<file path="config.mk">
export PLATFORM = sky130hd
export DESIGN_NAME = lock_sequencer_flat
export DESIGN_NICKNAME = d
export VERILOG_FILES = /design/src/rtl/lock_pkg.sv /design/src/rtl/lock_sequencer_if.sv /design/src/rtl/sec_timer.sv /design/src/rtl/lock_sequencer.sv /design/src/flat_wrapper.sv
export SDC_FILE = /design/constraint.sdc
export NUM_CORES = 1
export LEC_CHECK = 0
export CORE_MARGIN = 2
export CORE_UTILIZATION = 45
export DETAILED_ROUTE_END_ITERATION = 7
export PLACE_DENSITY = 0.63
export SLEW_MARGIN = 15
export SYNTH_ARGS = -nofsm -noshare
export SYNTH_HDL_FRONTEND = slang
export SYNTH_HIERARCHICAL = 1
export SYNTH_SLANG_ARGS = --single-unit
</file>
<file path="constraint.sdc">
create_clock -name clk -period 4.3 [get_ports clk]
set_clock_uncertainty 0.15 [all_clocks]
set_input_delay 0.86 -clock clk [delete_from_list [all_inputs] [get_ports clk]]
set_output_delay 0.86 -clock clk [all_outputs]
set_load 0.03 [all_outputs]
</file>
<file path="src/rtl/lock_pkg.sv">
// lock_pkg: state encoding, display symbols and press-decoding helpers shared by the lock datapath.
package lock_pkg;
    typedef enum logic [2:0] {IDLE, ENTRY, UNLOCKED, PROG, LOCKOUT} state_t;
    // Symbols 0-9 are the decimal digits themselves
    localparam logic [3:0] SYM_L     = 4'hA;
    localparam logic [3:0] SYM_U     = 4'hB;
    localparam logic [3:0] SYM_P     = 4'hC;
    localparam logic [3:0] SYM_DASH  = 4'hD;
    localparam logic [3:0] SYM_BLANK = 4'hF;
    function automatic logic [1:0] onehot_idx(input logic [3:0] v);
        return v[1] ? 2'd1 : v[2] ? 2'd2 : v[3] ? 2'd3 : 2'd0;
    endfunction
    function automatic logic is_onehot(input logic [3:0] v);
        return v != 4'd0 && (v & (v - 4'd1)) == 4'd0;
    endfunction
endpackage

</file>
<file path="src/rtl/lock_sequencer_if.sv">
// lock_sequencer_if: button/prog pulses in, display symbols and status out.
interface lock_sequencer_if;
    logic [3:0] press;
    logic       prog;
    logic [3:0] sym0;
    logic [3:0] sym1;
    logic [3:0] sym2;
    logic [3:0] sym3;
    logic       unlocked;
    logic       locked_out;
    logic [2:0] fail_cnt;
    modport master (output press, prog, input sym0, sym1, sym2, sym3, unlocked, locked_out, fail_cnt);
    modport slave  (input press, prog, output sym0, sym1, sym2, sym3, unlocked, locked_out, fail_cnt);
endinterface

</file>
<file path="src/rtl/sec_timer.sv">
// sec_timer: CLK_HZ prescaler feeding a 4-bit seconds down-counter; zero pulses once when the count hits 0.
module sec_timer #(
    parameter int CLK_HZ = 100_000_000
) (
    input  logic       clk,
    input  logic       rst,
    input  logic       load,
    input  logic [3:0] load_val,
    input  logic       run,
    output logic [3:0] count,
    output logic       zero
);
    localparam int PW = CLK_HZ > 1 ? $clog2(CLK_HZ) : 1;
    logic [PW-1:0] pre;
    logic tick;
    assign tick = run && count != 4'd0 && pre == PW'(CLK_HZ - 1);
    always_ff @(posedge clk or posedge rst)
        if (rst) begin
            pre   <= '0;
            count <= 4'd0;
            zero  <= 1'b0;
        end else begin
            zero <= !load && tick && count == 4'd1;
            if (load) begin
                pre   <= '0;
                count <= load_val;
            end else if (run && count != 4'd0) begin
                pre <= tick ? '0 : pre + 1'b1;
                if (tick) count <= count - 4'd1;
            end
        end
endmodule

</file>
<file path="src/rtl/lock_sequencer.sv">
// lock_sequencer: 4-press combination lock controller with failure lockout; AUTO_RELOCK_EN adds timed relock.
module lock_sequencer
    import lock_pkg::*;
#(
    parameter int         CLK_HZ       = 100_000_000,
    parameter int         MAX_FAIL     = 3,
    parameter int         LOCKOUT_S    = 9,
    parameter logic [7:0] CODE_DEFAULT = 8'b11_10_01_00
) (
    input logic clk,
    input logic rst,
    lock_sequencer_if.slave bus
);
    state_t state, state_n;
    logic [1:0] idx, pidx;
    logic [7:0] entry, code;
    logic [2:0] fail;
    logic [15:0] sym, sym_n;
    logic bad, valid, any, last, match, lock_hit, load, run, zero;
    logic [3:0] count;
    assign valid    = is_onehot(bus.press);
    assign pidx     = onehot_idx(bus.press);
    assign any      = |bus.press;
    assign last     = idx == 2'd3;
    assign match    = !bad && valid && {pidx, entry[5:0]} == code;
    assign lock_hit = {1'b0, fail} + 4'd1 >= 4'(MAX_FAIL);
`ifdef AUTO_RELOCK_EN
    assign load = state_n != state && (state_n == LOCKOUT || state_n == UNLOCKED);
    assign run  = state == LOCKOUT || state == UNLOCKED;
`else
    assign load = state_n != state && state_n == LOCKOUT;
    assign run  = state == LOCKOUT;
`endif
    sec_timer #(.CLK_HZ(CLK_HZ)) u_timer (
        .clk(clk), .rst(rst), .load(load), .load_val(4'(LOCKOUT_S)),
        .run(run), .count(count), .zero(zero)
    );
    always_ff @(posedge clk or posedge rst)
        if (rst) state <= IDLE;
        else state <= state_n;
    always_comb begin
        state_n = state;
        case (state)
            IDLE:     if (valid) state_n = ENTRY;
            ENTRY:    if (any && last) state_n = match ? UNLOCKED : lock_hit ? LOCKOUT : IDLE;
`ifdef AUTO_RELOCK_EN
            UNLOCKED: state_n = bus.prog ? PROG : (any || zero) ? IDLE : UNLOCKED;
`else
            UNLOCKED: state_n = bus.prog ? PROG : any ? IDLE : UNLOCKED;
`endif
            PROG:     if (valid && last) state_n = IDLE;
            LOCKOUT:  if (zero) state_n = IDLE;
            default:  state_n = IDLE;
        endcase
    end
    // Transitions repaint the whole display; within ENTRY/PROG each press marks its digit
    always_comb begin
        sym_n = state_n == state ? sym :
                state_n == IDLE     ? {4{SYM_L}} :
                state_n == UNLOCKED ? {4{SYM_U}} :
                state_n == PROG     ? {SYM_P, {3{SYM_BLANK}}} :
                state_n == LOCKOUT  ? {SYM_L, SYM_BLANK, SYM_BLANK, 4'd0} :
                                      {SYM_DASH, {3{SYM_BLANK}}};
        if (state_n == state && (state == ENTRY ? any : state == PROG && valid)) sym_n[{~idx, 2'b00} +: 4] = SYM_DASH;
    end
    always_ff @(posedge clk or posedge rst)
        if (rst) begin
            idx   <= 2'd0;
            entry <= 8'd0;
            bad   <= 1'b0;
            code  <= CODE_DEFAULT;
            fail  <= 3'd0;
            sym   <= {4{SYM_L}};
        end else begin
            sym <= sym_n;
            case (state)
                IDLE: if (valid) begin
                    entry[1:0] <= pidx;
                    idx        <= 2'd1;
                    bad        <= 1'b0;
                end
                ENTRY: if (any) begin
                    entry[{idx, 1'b0} +: 2] <= pidx;
                    idx <= idx + 2'd1;
                    bad <= bad | !valid;
                    if (last) fail <= match ? 3'd0 : lock_hit ? 3'(MAX_FAIL) : fail + 3'd1;
                end
                UNLOCKED: if (bus.prog) idx <= 2'd0;
                PROG: if (valid) begin
                    entry[{idx, 1'b0} +: 2] <= pidx;
                    idx <= idx + 2'd1;
                    if (last) begin
                        code <= {pidx, entry[5:0]};
                        fail <= 3'd0;
                    end
                end
                LOCKOUT: if (zero) fail <= 3'd0;
                default: ;
            endcase
        end
`ifdef AUTO_RELOCK_EN
    assign bus.sym0 = (state == LOCKOUT || state == UNLOCKED) ? count : sym[3:0];
`else
    assign bus.sym0 = state == LOCKOUT ? count : sym[3:0];
`endif
    assign bus.sym1       = sym[7:4];
    assign bus.sym2       = sym[11:8];
    assign bus.sym3       = sym[15:12];
    assign bus.unlocked   = state == UNLOCKED;
    assign bus.locked_out = state == LOCKOUT;
    assign bus.fail_cnt   = fail;
endmodule

</file>
<file path="src/flat_wrapper.sv">
// flat-port wrapper written by rule: the top's interface ports become plain ports
module lock_sequencer_flat import lock_pkg::*;
#(
    parameter int         CLK_HZ       = 100_000_000,
    parameter int         MAX_FAIL     = 3,
    parameter int         LOCKOUT_S    = 9,
    parameter logic [7:0] CODE_DEFAULT = 8'b11_10_01_00
)
  (clk, rst, bus_press, bus_prog, bus_sym0, bus_sym1, bus_sym2, bus_sym3, bus_unlocked, bus_locked_out, bus_fail_cnt);
  lock_sequencer_if bus_i ();
  input logic clk;
  input logic rst;
  input wire logic [$bits(bus_i.press)-1:0] bus_press;
  input wire logic [$bits(bus_i.prog)-1:0] bus_prog;
  output wire logic [$bits(bus_i.sym0)-1:0] bus_sym0;
  output wire logic [$bits(bus_i.sym1)-1:0] bus_sym1;
  output wire logic [$bits(bus_i.sym2)-1:0] bus_sym2;
  output wire logic [$bits(bus_i.sym3)-1:0] bus_sym3;
  output wire logic [$bits(bus_i.unlocked)-1:0] bus_unlocked;
  output wire logic [$bits(bus_i.locked_out)-1:0] bus_locked_out;
  output wire logic [$bits(bus_i.fail_cnt)-1:0] bus_fail_cnt;
  assign bus_i.press = bus_press;
  assign bus_i.prog = bus_prog;
  assign bus_sym0 = bus_i.sym0;
  assign bus_sym1 = bus_i.sym1;
  assign bus_sym2 = bus_i.sym2;
  assign bus_sym3 = bus_i.sym3;
  assign bus_unlocked = bus_i.unlocked;
  assign bus_locked_out = bus_i.locked_out;
  assign bus_fail_cnt = bus_i.fail_cnt;
  lock_sequencer #(.CLK_HZ(CLK_HZ), .MAX_FAIL(MAX_FAIL), .LOCKOUT_S(LOCKOUT_S), .CODE_DEFAULT(CODE_DEFAULT)) u_core (.clk(clk), .rst(rst), .bus(bus_i));
endmodule
</file>
==> results.cfg, run 1 <==
[cells_and_area]
finalInstanceArea_um2 = 4820
layout.cells.most_common_list = sky130_fd_sc_hd__dfrtp_1 (59), sky130_fd_sc_hd__nand2_1 (40), sky130_fd_sc_hd__nor2_1 (39)
final_net_count = 483
antennaDiodeCount = 0
most_common_cell_after_layout_fill_and_taps_aside = sky130_fd_sc_hd__dfrtp_1
area_growth_syn_to_layout_pct = 11.4
layout-drive-gt1-share_pct = 17.9

[drt]
wl_per_cell_um = 15.1
postRouteWirelength_um = 9010
drt_pass1_iterations = 4
post_drt_via_cell_ratio = 5.47
drtAntennaViolNets = 0
drcViolationCount = 0
drt_first_iter_violations = 88
route.vias.total = 3265

[logic_synthesis]
yosys.area.top_type = sky130_fd_sc_hd__dfrtp_1
avgSynthCellArea_um2 = 9.81
ys_types = 82
ys_seq_area_share_pct = 41.4
count_of_yosys_warnings_during_synthesis = 6
postSynth.asyncResetShare_pct = 100
ys_seq_elements = 71
synth_largest_type_area_fraction_pct = 34.1
postSynthCellCount = 441
post_synth_main_area_contributors = sky130_fd_sc_hd__dfrtp_1 (34%), sky130_fd_sc_hd__dfstp_2 (7.3%), sky130_fd_sc_hd__xor2_1 (4.7%)
ys.flop_type = sky130_fd_sc_hd__dfrtp_1
netlist_area_um2 = 4320
post_synth_edffs = 0

[clock_network]
cts_hold_buf = 0
cts_num_sinks = 71
ctsLongestPathBuffers = 2
cts_setup_buffers = 0
cts-resized-gates = 0
cts_buffers = 9
path_clk_slew_ns = 0.08
clock_insertion_delay_at_the_later_pin_of_the_skew_report_ns = 0.34
cts_tree = built
clock_root_buffer = sky130_fd_sc_hd__clkbuf_8
htreeDepth = 3

[power_and_ir_drop]
power.ir.vdd_worst_uv = 241
cellPowerDensity_nw_per_um2 = 544
leakage_nw = 2.13

[place]
post_dp_cell_area_um2 = 4650
gpl.final_weighted_congestion = 0.801
port_buffers = 27
dpl.hpwl_um = 6510

[sta]
slew_viol_final = 0
fin_tns_setup_ns = 0
max_clock_freq_mhz = 278
worst_pin_slew_ns = 0.648
slew-limit-headroom_pct = 56.8
period_minus_slack_ns = 3.60
setup_viol = 0
final.period_utilization_pct = 83.8
report.final.hold_viol_count = 0
rsz0062_at_grt = false

[setup_path]
worstPathMaxFanout = 14
rrSetupSlack_ns = 0.99
timing.rr.end = u_core/u_timer/pre[21]
worstRegToRegCells = 10
crit_required_ns = 3.29
timing.critical_path.to_type = output pin
worst-setup-path-type = flip-flop to output pin
critical_path_at_ns = 2.59
worst_r2r_startpoint = u_core/idx[0]
cp-start-kind = flip-flop

[global_route]
grt_pass1_wl_um = 15500
via_count_of_the_first_global_routing_pass = 3283
antenna_found_initial = 0
grt_start_max_net_pins = 40
globalRouteTotalUtil_pct = 18.8
grt_overflow = 0

[die]
starting_density_of_the_core_pct = 46.6
core_area_um2 = 9280
die_width_um = 102
rows = 35
pin_count = 28
fp.dieH_um = 102
die-area_um2 = 10400

[outcome]
outcome = finished, final reports clean

[worst_hold_path]
startpoint_of_the_most_critical_hold_path = u_core/sym[5]
min_to = u_core/sym[5]
min_path_type = flip-flop to flip-flop
whs_path_depth = 2

[job]
cap_violations = 0
## worst max-delay path, stage by stage (launching register included)
cell and delay, ns:
sky130_fd_sc_hd__dfrtp_1 0.65, sky130_fd_sc_hd__inv_1 0.19, sky130_fd_sc_hd__nor3_2 0.42, sky130_fd_sc_hd__mux2_2 0.40, sky130_fd_sc_hd__clkdlybuf4s50_1 0.59
## synthesized netlist by cell type, drive strengths merged (9+ instances only)
library cell  count
dfstp            12
mux2             16
and3              9
o21ai            13
a21oi            22
nand2            40
buf              25
nor3             15
dfrtp            59
xor2             23
nand4            11
nand3            13
inv              23
nor2             39
ha               12
## routing by layer
metal  routed length, um  global-route usage, %  vias to the layer above
met5                   0                      0                        -
met4                 136                   6.46                        0
met3                 230                   4.17                       14
met2                4510                   31.9                       45
met1                4130                   23.6                     1607
li1                    -                      -                     1599
## state kept, by name, summed over array words and instances, names as in the netlist
| signal | count |
|---|---|
| u_core/state | 3 |
| u_core/bus.fail_cnt | 3 |
| u_core/sym | 16 |
| u_core/entry | 6 |
| u_core/code | 8 |
| u_core/u_timer/pre | 27 |
| u_core/u_timer/count | 4 |
| u_core/idx | 2 |
| u_core/u_timer/zero | 1 |
| u_core/bad | 1 |
## layout make-up
cell class | instances | area (um^2)
fillers | 865 | 4470
multi-input cells | 320 | 2250
flip-flops and latches | 71 | 1790
repair buffers | 39 | 360
well taps | 129 | 161
clock buffers | 10 | 138
inverters | 23 | 86.3
clock inverters | 5 | 25.0
## kinds of logic (layout without fill, tap and decap cells)
kind of cell    count (synthesis)  count (layout)  synth area share (%)
simple gates                  175             175                  23.1
compound gates                 78              78                  13.8
flops                          71              71                  41.4
buf+inv                        52              77                  6.63
xor+xnor                       31              31                  6.28
mux                            19              19                  4.86
fa+ha+maj                      13              13                  3.73
other cells                     2               4                 0.174
## power breakdown
group	switching, mW	total (mW)	internal [mW]
clock network	0.230	0.447	0.217
logic	0.703	1.20	0.496
registers	0.142	0.973	0.831
total	1.08	2.62	1.54
## metrics by stage
stage	util (%)	hold WS, ns	setup slack, ns	std cells	power, mW
6_report	51.9	0.311	0.697	597	2.62
5_1_grt	51.9	0.339	0.474	597	2.82
4_1_cts	51.9	0.313	0.673	597	2.65
3_5_place_dp	50.1	0.301	0.397	582	2.19
3_3_place_gp	50.1	0.301	0.456	582	2.17
2_1_floorplan	-	0.289	0.874	443	1.89
## worst max-delay path by stage
| stage | start | end |
|---|---|---|
| 2_1_floorplan | bus_press[2] | u_core/u_timer/pre[21] |
| 3_3_place_gp | bus_press[0] | u_core/u_timer/pre[21] |
| 3_5_place_dp | bus_press[0] | u_core/u_timer/pre[21] |
| 4_1_cts | u_core/state[2] | bus_sym0[1] |
| 5_1_grt | bus_press[1] | u_core/u_timer/pre[17] |
| 6_report | u_core/state[2] | bus_sym0[1] |
(Power assumes the default switching activity.)
==> inputs of run 2 (changes only) <==
Clock period 4.3 ns to 3.5 ns, I/O delays scaled along.
==> results.cfg, run 2 (synthesized netlist as in run 1, its figures left out) <==
[clock_network]
clock_insertion_delay_at_the_later_pin_of_the_skew_report_ns = 0.35
cts_num_sinks = 71
cts-resized-gates = 0
cts_hold_buf = 0
cts_tree = built
htreeDepth = 3
path_clk_slew_ns = 0.08
cts_buffers = 9
ctsLongestPathBuffers = 2
clock_root_buffer = sky130_fd_sc_hd__clkbuf_8
cts_setup_buffers = 0

[global_route]
grt_start_max_net_pins = 40
grt_overflow = 0
via_count_of_the_first_global_routing_pass = 3370
antenna_found_initial = 0
grt_pass1_wl_um = 16000
globalRouteTotalUtil_pct = 19.7

[sta]
final.period_utilization_pct = 90.2
worst_pin_slew_ns = 0.681
report.final.hold_viol_count = 0
fin_hold_ws_ns = 0.312
max_clock_freq_mhz = 317
setup_viol = 0
period_minus_slack_ns = 3.16
slew-limit-headroom_pct = 54.0
post-route-worst-setup-slack_ns = 0.342
slew_viol_final = 0
rsz0062_at_grt = false

[power_and_ir_drop]
combPwrFrac_pct = 44.3
netSwitchingFraction_pct = 39.9
total_power_mw = 3.47
clock_power_share_pct = 21.6
p_int_mw = 2.09
leakage_nw = 2.21
p_switching_mw = 1.38
power.ir.vdd_worst_uv = 269
power_share_of_the_sequential_group_pct = 34.1
cellPowerDensity_nw_per_um2 = 701

[place]
detailedPlace.worstSlack_ns = -0.0414
port_buffers = 27
placedCellCount = 592
dpl.hpwl_um = 6850
gpl.final_weighted_congestion = 0.847

[drt]
route.vias.total = 3337
drtAntennaViolNets = 0
postRouteWirelength_um = 9400
post_drt_via_cell_ratio = 5.49
drt_first_iter_violations = 115
drcViolationCount = 0
drt_pass1_iterations = 4
wl_per_cell_um = 15.5

[cells_and_area]
post_layout_nonfiller_instances = 608
largest_reg_flops = 27
most_common_cell_after_layout_fill_and_taps_aside = sky130_fd_sc_hd__dfrtp_1
layout.cells.most_common_list = sky130_fd_sc_hd__dfrtp_1 (59), sky130_fd_sc_hd__nand2_1 (40), sky130_fd_sc_hd__nor2_1 (39)
antennaDiodeCount = 0
post-route-util_pct = 53.3
final_net_count = 493
reg_top3 = u_core/u_timer/pre (27), u_core/sym (16), u_core/code (8)
area_growth_syn_to_layout_pct = 14.5
layout-drive-gt1-share_pct = 19.6
largest_register = u_core/u_timer/pre

[setup_path]
timing.critical_path.to_type = output pin
critical_path_at_ns = 2.31
worst-setup-path-type = flip-flop to output pin
crit_required_ns = 2.65
cp-start-kind = flip-flop
worstPathMaxFanout = 10

[job]
cap_violations = 0

[die]
rows = 35
core_area_um2 = 9280
die_width_um = 102
die-area_um2 = 10400
starting_density_of_the_core_pct = 46.6
pin_count = 28
fp.dieH_um = 102

[worst_hold_path]
min_path_type = flip-flop to flip-flop

[outcome]
outcome = finished, final reports clean
==> run 2: cell count changes in the layout (fill, tap and decap cells not counted), sizes merged <==
cell / change
buf: +10
bufinv: +2
clkbuf: +1
clkinv: -2
==> run 2: worst paths after layout <==
path	start	endpoint	slack [ns]	depth (start not counted)
worst max-delay path	u_core/state[1]	bus_unlocked	0.34	4
worst min-delay path	u_core/sym[5]	u_core/sym[5]	0.31	2
worst max register to register	u_core/entry[1]	u_core/u_timer/pre[15]	0.50	10
worst min register to register	u_core/sym[5]	u_core/sym[5]	0.31	2
max in group asynchronous	rst	u_core/sym[13]	2.16	3
min in group asynchronous	rst	u_core/u_timer/pre[8]	0.63	3
==> run 2: worst max-delay path, stage by stage, from the launching register on <==
cell                              delay (ns)
sky130_fd_sc_hd__dfrtp_1                0.55
sky130_fd_sc_hd__buf_4                  0.25
sky130_fd_sc_hd__inv_1                  0.08
sky130_fd_sc_hd__nor3_1                 0.33
sky130_fd_sc_hd__clkdlybuf4s50_1        0.75
==> run 2: area by class of cell <==
| class | count | area (um^2) |
|---|---|---|
| multi-input cells | 320 | 2250 |
| well taps | 129 | 161 |
| clock buffers | 11 | 141 |
| flip-flops and latches | 71 | 1790 |
| repair buffers | 49 | 435 |
| clock inverters | 5 | 82.6 |
| inverters | 23 | 86.3 |
| fillers | 864 | 4330 |
==> run 2: power groups by stage <==
| stage | sequential, mW | combinational, mW | clock (mW) |
|---|---|---|---|
| final | 1.18 | 1.54 | 0.750 |
| after global routing | 1.21 | 1.69 | 0.799 |
| after CTS | 1.19 | 1.54 | 0.769 |
| after detailed placement | 1.20 | 1.53 | 0 |
| after global placement | 1.19 | 1.51 | 0 |
| after floorplan | 1.17 | 1.16 | 0 |
==> run 2: through the flow <==
| stage | setup TNS (ns) | cell area [um^2] |
|---|---|---|
| after floorplan | 0 | 4330 |
| after global placement | 0 | 4730 |
| after detailed placement | -0.187 | 4730 |
| after CTS | 0 | 4950 |
| after global routing | 0 | 4950 |
| final | 0 | 4950 |
==> run 2: per-layer routing <==
metal	track usage [%]	vias to the layer above	share of wire, %
met5	0	-	0
met4	7.79	0	1.6
met3	2.60	12	2.6
met2	34.4	59	51
met1	24.7	1648	45
li1	-	1618	-
==> inputs of run 3 (changes only) <==
Settings changed: CORE_MARGIN 2 to default.
==> results.cfg, run 3 (synthesized netlist as in run 1, its figures left out) <==
[clock_network]
ctsLongestPathBuffers = 2
cts_setup_buffers = 0
cts_buffers = 9
clock_root_buffer = sky130_fd_sc_hd__clkbuf_8
cts_num_sinks = 71
path_clk_slew_ns = 0.08
cts_hold_buf = 0
clock_insertion_delay_at_the_later_pin_of_the_skew_report_ns = 0.35
cts_tree = built
cts-resized-gates = 0
htreeDepth = 3

[drt]
wl_per_cell_um = 15.5
drt_pass1_iterations = 5
drcViolationCount = 0
post_drt_via_cell_ratio = 5.49
drt_first_iter_violations = 116
route.vias.total = 3333
postRouteWirelength_um = 9400
drtAntennaViolNets = 0

[cells_and_area]
n_fill_cell = 858
layout.cells.most_common_list = sky130_fd_sc_hd__dfrtp_1 (59), sky130_fd_sc_hd__nand2_1 (40), sky130_fd_sc_hd__nor2_1 (39)
antennaDiodeCount = 0
final_net_count = 492
largest_register = u_core/u_timer/pre
layout-drive-gt1-share_pct = 19.5
most_common_cell_after_layout_fill_and_taps_aside = sky130_fd_sc_hd__dfrtp_1
area_growth_syn_to_layout_pct = 13.8
largest_reg_flops = 27
reg_top3 = u_core/u_timer/pre (27), u_core/sym (16), u_core/code (8)

[sta]
final.period_utilization_pct = 92.5
max_clock_freq_mhz = 309
worst_pin_slew_ns = 0.685
post-route-worst-setup-slack_ns = 0.262
rsz0062_at_grt = false
setup_viol = 0
report.final.hold_viol_count = 0
slew-limit-headroom_pct = 54.1
fin_tns_setup_ns = 0
slew_viol_final = 0
period_minus_slack_ns = 3.24

[die]
die-area_um2 = 10000
die_width_um = 100
starting_density_of_the_core_pct = 46.6
rows = 35
pin_count = 28
fp.dieH_um = 100
core_area_um2 = 9280

[power_and_ir_drop]
leakage_nw = 2.18
power.ir.vdd_worst_uv = 249
cellPowerDensity_nw_per_um2 = 688

[global_route]
via_count_of_the_first_global_routing_pass = 3254
met1_use_gr_pct = 24.9
grt.busiest_layer = met2
globalRouteTotalUtil_pct = 20.2
grt_start_max_net_pins = 40
grt_overflow = 0
grt_use_met3_pct = 2.65
antenna_found_initial = 0
grt.met2_usage_pct = 35.9
grt_pass1_wl_um = 15800

[place]
port_buffers = 27
detailedPlace.worstSlack_ns = 0.00655
gpl.final_weighted_congestion = 0.814
dpl.hpwl_um = 6720

[setup_path]
critical_path_at_ns = 2.39
timing.critical_path.to_type = output pin
worstPathMaxFanout = 7
crit_required_ns = 2.65
cp-start-kind = flip-flop
worst-setup-path-type = flip-flop to output pin

[job]
cap_violations = 0

[worst_hold_path]
min_path_type = flip-flop to flip-flop

[outcome]
outcome = finished, final reports clean
run 3: changes by cell type in the layout (fill, tap and decap cells not counted):
cell | before | now
sky130_fd_sc_hd__clkinvlp_4 | 0 | 3
sky130_fd_sc_hd__clkinv_4 | 2 | 0
sky130_fd_sc_hd__buf_4 | 22 | 21
sky130_fd_sc_hd__bufinv_16 | 2 | 1
run 3: final timing paths:
kind	slack (ns)	end	start	depth (start not counted)
setup / recovery	0.26	bus_sym0[2]	u_core/state[2]	4
hold / removal	0.32	u_core/sym[9]	u_core/sym[9]	2
setup reg to reg	0.46	u_core/u_timer/pre[15]	u_core/code[1]	10
hold reg to reg	0.32	u_core/sym[9]	u_core/sym[9]	2
max in group asynchronous	2.18	u_core/sym[11]	rst	3
min in group asynchronous	0.63	u_core/u_timer/pre[9]	rst	3
run 3: layout make-up:
cell class / instances / area, um^2 / share of cell area, %
clock buffers: 11 / 141 / 2.87
clock inverters: 5 / 57.6 / 1.17
inverters: 23 / 86.3 / 1.75
multi-input cells: 320 / 2250 / 45.8
flip-flops and latches: 71 / 1790 / 36.4
well taps: 129 / 161 / 3.28
repair buffers: 48 / 428 / 8.70
run 3: per-layer routing:
layer | part of all wire [%] | wire, um
met5 | 0 | 0
met4 | 1.2 | 110
met3 | 2.6 | 249
met2 | 50 | 4710
met1 | 46 | 4330
run 3: report_power, final:
part,leakage [nW],internal (mW),switching (mW)
clock,0.0916,0.348,0.326
sequential,0.896,1.02,0.177
combinational,1.19,0.637,0.873
total,2.18,2.01,1.38
run 3: critical path, cell delays in order (launching register included):
cell and delay [ns]:
sky130_fd_sc_hd__dfrtp_1 0.51, sky130_fd_sc_hd__inv_1 0.15, sky130_fd_sc_hd__nor3_2 0.41, sky130_fd_sc_hd__mux2_2 0.38, sky130_fd_sc_hd__clkdlybuf4s50_1 0.59
run 3: metrics by stage:
| step | cells | instance area (um^2) | power (mW) | utilization [%] | hold WS, ns |
|---|---|---|---|---|---|
| 2_1_floorplan | 443 | 4330 | 2.32 | - | 0.289 |
| 3_3_place_gp | 591 | 4720 | 2.69 | 50.8 | 0.300 |
| 3_5_place_dp | 591 | 4720 | 2.71 | 50.8 | 0.302 |
| 4_1_cts | 607 | 4920 | 3.41 | 53.0 | 0.316 |
| 5_1_grt | 607 | 4920 | 3.62 | 53.0 | 0.336 |
| 6_report | 607 | 4920 | 3.38 | 53.0 | 0.316 |
